===== src/rtl/dma_pkg.sv =====
`default_nettype none
// ---------------------------------------------------------------------------
// dma_pkg : constants and state encoding shared by the descriptor path
// rev 1.0
// ---------------------------------------------------------------------------
package dma_pkg;

  localparam int DESCP_DWORDS = 4;
  localparam int DWORD_BYTES  = 4;

  // Bit positions inside descp_dword2, shared with the fetch engine
  localparam int VALID_BIT = 1;
  localparam int LINK_BIT  = 0;

  typedef enum logic [2:0] {
    IDLE    = 3'd0,
    ACK     = 3'd1,
    RD_REQ  = 3'd2,
    RD_WAIT = 3'd3,
    DONE    = 3'd4
  } state_t;

endpackage
`default_nettype wire


===== src/rtl/descriptor_read_responder.sv =====
`default_nettype none
// ---------------------------------------------------------------------------
// descriptor_read_responder : serves descriptor fetches with dword memory reads
// rev 1.0
// ---------------------------------------------------------------------------
module descriptor_read_responder
  import dma_pkg::*;
#(
  parameter int ADDR_W     = 32,
  parameter int DATA_W     = 32,
  parameter int MAX_DWORDS = 4
) (
  input  logic              clk,
  input  logic              rstb,
  input  logic              fetch_descp,
  input  logic [ADDR_W-1:0] addr_descp,
  input  logic [7:0]        length_descp,
  output logic              ack_fetch_descp,
  output logic              descpdata_valid,
  output logic [DATA_W-1:0] descp_dword0,
  output logic [DATA_W-1:0] descp_dword1,
  output logic [DATA_W-1:0] descp_dword2,
  output logic [DATA_W-1:0] descp_dword3,
  output logic              descp_rd_err,
  output logic              mem_rd_req,
  output logic [ADDR_W-1:0] mem_rd_addr,
  input  logic              mem_rd_gnt,
  input  logic              mem_rd_data_valid,
  input  logic [DATA_W-1:0] mem_rd_data,
  input  logic              mem_rd_err
);

  localparam int IDX_W = $clog2(DESCP_DWORDS);

  state_t             state;
  state_t             state_next;
  logic [IDX_W-1:0]   idx;
  logic [IDX_W-1:0]   idx_inc;
  logic [IDX_W-1:0]   count_m1;
  logic [IDX_W-1:0]   len_last;
  logic [ADDR_W-3:0]  base;
  logic [DATA_W-1:0]  dword_q [DESCP_DWORDS];
  logic               rd_err_q;
  logic               req_q;
  logic [ADDR_W-1:0]  addr_q;
  logic               unused_addr_lsbs;

  // Low address bits are dropped: reads are always dword aligned
  assign unused_addr_lsbs = ^addr_descp[1:0];
  assign idx_inc          = idx + IDX_W'(1);

  // Zero length or an oversized request fetches the full descriptor
  always_comb begin
    len_last = IDX_W'(MAX_DWORDS - 1);
    if (length_descp != 8'd0 && length_descp <= 8'(MAX_DWORDS))
      len_last = IDX_W'(length_descp - 8'd1);
  end

  always_ff @(posedge clk or negedge rstb) begin
    if (!rstb) state <= IDLE;
    else       state <= state_next;
  end

  always_comb begin
    state_next = state;
    case (state)
      IDLE:    if (fetch_descp) state_next = ACK;
      ACK:     state_next = RD_REQ;
      RD_REQ:  if (mem_rd_gnt) state_next = RD_WAIT;
      RD_WAIT: if (mem_rd_data_valid) state_next = (idx == count_m1) ? DONE : RD_REQ;
      DONE:    state_next = IDLE;
      default: state_next = IDLE;
    endcase
  end

  always_ff @(posedge clk or negedge rstb) begin
    if (!rstb) begin
      idx      <= '0;
      count_m1 <= '0;
      base     <= '0;
      rd_err_q <= 1'b0;
      req_q    <= 1'b0;
      addr_q   <= '0;
      for (int i = 0; i < DESCP_DWORDS; i++) dword_q[i] <= '0;
    end else begin
      case (state)
        IDLE: begin
          if (fetch_descp) begin
            base     <= addr_descp[ADDR_W-1:2];
            count_m1 <= len_last;
          end
        end
        ACK: begin
          idx    <= '0;
          addr_q <= {base, 2'b00};
          for (int i = 0; i < DESCP_DWORDS; i++) dword_q[i] <= '0;
        end
        RD_WAIT: begin
          if (mem_rd_data_valid) begin
            // An errored beat leaves a zero word so dword2's valid bit reads clear
            dword_q[idx] <= mem_rd_err ? '0 : mem_rd_data;
            if (mem_rd_err) rd_err_q <= 1'b1;
            if (idx != count_m1) begin
              idx    <= idx_inc;
              addr_q <= {base + (ADDR_W-2)'(idx_inc), 2'b00};
            end
          end
        end
        DONE:    idx <= '0;
        default: ;
      endcase
      req_q <= (state_next == RD_REQ);
    end
  end

  assign ack_fetch_descp = (state == ACK);
  assign descpdata_valid = (state == DONE);
  assign descp_rd_err    = rd_err_q;
  assign mem_rd_req      = req_q;
  assign mem_rd_addr     = addr_q;
  assign descp_dword0    = dword_q[0];
  assign descp_dword1    = dword_q[1];
  assign descp_dword2    = dword_q[2];
  assign descp_dword3    = dword_q[3];

endmodule
`default_nettype wire


===== config.mk =====
export PLATFORM = sky130hd
export DESIGN_NAME = descriptor_read_responder
export DESIGN_NICKNAME = d
export VERILOG_FILES = /design/src/rtl/dma_pkg.sv /design/src/rtl/descriptor_read_responder.sv
export SDC_FILE = /design/constraint.sdc
export NUM_CORES = 1
export LEC_CHECK = 0
export ABC_AREA = 1
export BUFFER_PORTS_ARGS = -buffer_cell sky130_fd_sc_hd__buf_4
export CAP_MARGIN = 25
export CORE_AREA = 2 2 122 172
export CTS_BUF_LIST = sky130_fd_sc_hd__clkbuf_16
export DETAILED_ROUTE_END_ITERATION = 10
export DIE_AREA = 0 0 124 174
export PLACE_DENSITY = 0.67
export SYNTH_ARGS = -nofsm -noshare
export SYNTH_HDL_FRONTEND = slang
export SYNTH_SLANG_ARGS = --single-unit

===== constraint.sdc =====
create_clock -name clk -period 3.3 [get_ports clk]
set_input_delay 0.33 -clock clk [delete_from_list [all_inputs] [get_ports clk]]
set_output_delay 0.33 -clock clk [all_outputs]
set_load 0.02 [all_outputs]

==> flow_summary.toml <==
[sta]
worst_slew_pin_slew_ns = 1.028
fmax_mhz = 419.6
min_period_ns = 2.383
slew_headroom = 0.3141
timing.final.max_slew_violations = 0
finalCritPeriodShare = 0.7222
fin_skew_ns = 0.01456
hold_viol = 0
setup_viol = 0
rsz0062_at_grt = "false"
setup_tns_ns = 0

[global_route]
grt_pass1_vias = 7434
grt_overflow = 0
grt_first_pass_wirelength_mm = 39.95
antenna_found_initial = 0
grt_max_degree = 96
grt_usage = 0.2412

[cells_and_area]
drive_above_1_share = 0.2669
diodes = 0
final_net_count = 1227
design_area_um2 = 11100
fillCellCount = 1887
syn_to_final_growth_pct = 31.16

[power_and_ir_drop]
ir_drop_mv = 0.4885
finalPower_mw = 9.288
p_leak_nw = 5.458
p_per_area_nw_per_um2 = 836.5

[worst_hold_path]
hold_start = "addr_descp[18]"
hold_path_depth = 2
worstHoldEndpoint = "base[16]$_DFFE_PN0P_"
hp-class = "primary input to flip-flop"

[worst_setup_path]
end_kind = "flip-flop"
reg2reg_depth = 10
regToRegEndpoint = "mem_rd_addr[27]$_DFFE_PN0P_"
cp_common_cell = "nand3_1"
required_ns = 3.62
rrSetupSlack_ns = 0.92
critPathLaunchType = "flip-flop"
cp.arrival_ns = 2.70
slowest_delay_ns = 0.41
crit_fanout = 6
critPathSlowestCell = "dfrtp_1"
crit_chain = "inv_1, ha_1, ha_1, nand3_1, nand2_1, nand3_2, nor2_1, nand3_1, nand3_1, nand2_1"
critical_path_class = "flip-flop to flip-flop"
rr_startpoint = "idx[0]$_DFFE_PN0P_"

[clocking]
clockBufferDepth = 2
clk_pin_slew_ns = 0.07
numCtsBuffers = 17
h-tree-depth = 4
cts_tree = "built"
cts_root_buffer = "clkbuf_16"
clock_latency_ns = 0.44
cts.sinks = 197

[yosys]
synth_edf_count = 0
synth_top_area_frac = 0.5823
netlist_area_um2 = 8466
yosys.cell_count.top_type = "nand3_1"
synth_ff_type = "dfrtp_1"
async_flop_share = 1.000
synth-seq-area-share = 0.5823
yosysTopAreaCell = "dfrtp_1"
syn_avg_cell_area_um2 = 9.162
synth_common_cells = "203 x nand3_1, 197 x dfrtp_1, 142 x o21ai_0"
ys_types = 31
synth_cells = 924
ys_ff_latch = 197
synthTopCellsByArea = "dfrtp_1 58%, nand3_1 12%, o21ai_0 8.4%"
yosys_warnings = 0

[placement]
numPortBuffers = 237
routabilityCongestion = 0.8737
dp_hpwl_mm = 17.69
placed_area_um2 = 10490

[outcome]
status = "finished clean"

[floorplanning]
core_um2 = 20170
die_w_um = 124
start_util = 0.4197
die_h_um = 174
die_area_um2 = 21580
rows = 62
io_pins = 242

[routing]
drt_iter0_drc = 602
drt_first_pass_iters = 5
routedWlPerCell_um = 18.17
wl_mm = 25.62
avgViaCountPerCell = 5.389
drc = 0
postRouteAntennaNets = 0
dr_total_vias = 7599

[flow_run]
cap_violations = 0
[state kept, by name (all words and copies together) (netlist names)]
register      flops
descp_dword0     32
descp_dword1     32
descp_dword2     32
descp_dword3     32
base             30
mem_rd_addr      30
state             3
count_m1          2
idx               2
descp_rd_err      1
mem_rd_req        1
[worst max-delay path: cells and delay by family (launching register included)]
| kind | cells | cell delay [ns] |
|---|---|---|
| adders and majority gates | 2 | 0.66 |
| buffers and inverters | 1 | 0.13 |
| and+or+nand+nor | 7 | 1.07 |
| DFF | 1 | 0.41 |
[power by group]
part | internal (mW) | switching [mW] | total, mW
Sequential | 3.02 | 0.486 | 3.51
Combinational | 1.24 | 2.42 | 3.65
Clock | 1.09 | 1.03 | 2.12
[cells by family (layout without fill, tap and decap cells)]
| group | after synthesis | in the layout | share of synthesized area |
|---|---|---|---|
| xor+xnor | 12 | 12 | 0.01242 |
| mux | 8 | 8 | 0.01049 |
| fa+ha+maj | 8 | 8 | 0.01271 |
| buf+inv | 109 | 338 | 0.05262 |
| compound gates | 174 | 174 | 0.1038 |
| flops | 197 | 197 | 0.5823 |
| simple gates | 415 | 415 | 0.2252 |
| other cells | 1 | 2 | 0.0004430 |
[per-layer routing]
metal	up-vias	global-route usage	share of wire
li1	3586	-	-
met1	3635	0.2841	0.38
met2	320	0.4119	0.51
met3	58	0.05282	0.070
met4	0	0.1147	0.042
met5	-	0	0
[area by class of cell]
class                           instances  area (um2)  share of cell area
Clock buffer                           17       425.4             0.03831
Clock inverter                         15       178.9             0.01611
Sequential cell                       197        4930              0.4440
Tap cell                              256       320.3             0.02885
Multi-Input combinational cell        619        3126              0.2815
Timing Repair Buffer                  254        1928              0.1737
Inverter                               52       195.2             0.01758
[metrics by stage]
stage | hold WS, ns | cells | utilization | setup slack, ns
final | 0.1267 | 1410 | 0.5505 | 0.9167
after global routing | 0.1113 | 1410 | 0.5505 | 0.6950
after CTS | 0.1087 | 1410 | 0.5505 | 0.9038
after detailed placement | 0.4663 | 1377 | 0.5200 | 0.9157
after global placement | 0.4611 | 1377 | 0.5200 | 0.9997
after floorplan | 0.03441 | 925 | - | 1.339
[cells in the final DEF (no fill, tap or decap), types with 13 or more instances in the layout]
cell type,instances
nor2_1,54
nand3_1,201
a21oi_1,25
dfrtp_1,197
o21ai_0,142
inv_1,51
nand2_1,122
buf_4,251
clkbuf_16,17
nand4_1,13
[what timing repair did]
item,CTS,global route
hold buffers,1,0
endpoints found under the hold margin,13,0
resized for setup,0,0
setup buffers,0,0
[how the worst max path moves through the flow]
stage / from / to / depth (start not counted)
global route: idx[0]$_DFFE_PN0P_ / mem_rd_addr[22]$_DFFE_PN0P_ / 12
detailed placement: idx[0]$_DFFE_PN0P_ / mem_rd_addr[27]$_DFFE_PN0P_ / 10
finish: idx[0]$_DFFE_PN0P_ / mem_rd_addr[27]$_DFFE_PN0P_ / 10
CTS: idx[0]$_DFFE_PN0P_ / mem_rd_addr[27]$_DFFE_PN0P_ / 10
global placement: idx[0]$_DFFE_PN0P_ / mem_rd_addr[27]$_DFFE_PN0P_ / 10
floorplan: idx[0]$_DFFE_PN0P_ / mem_rd_addr[26]$_DFFE_PN0P_ / 12
Note: power is estimated with default switching activity, not from simulation.
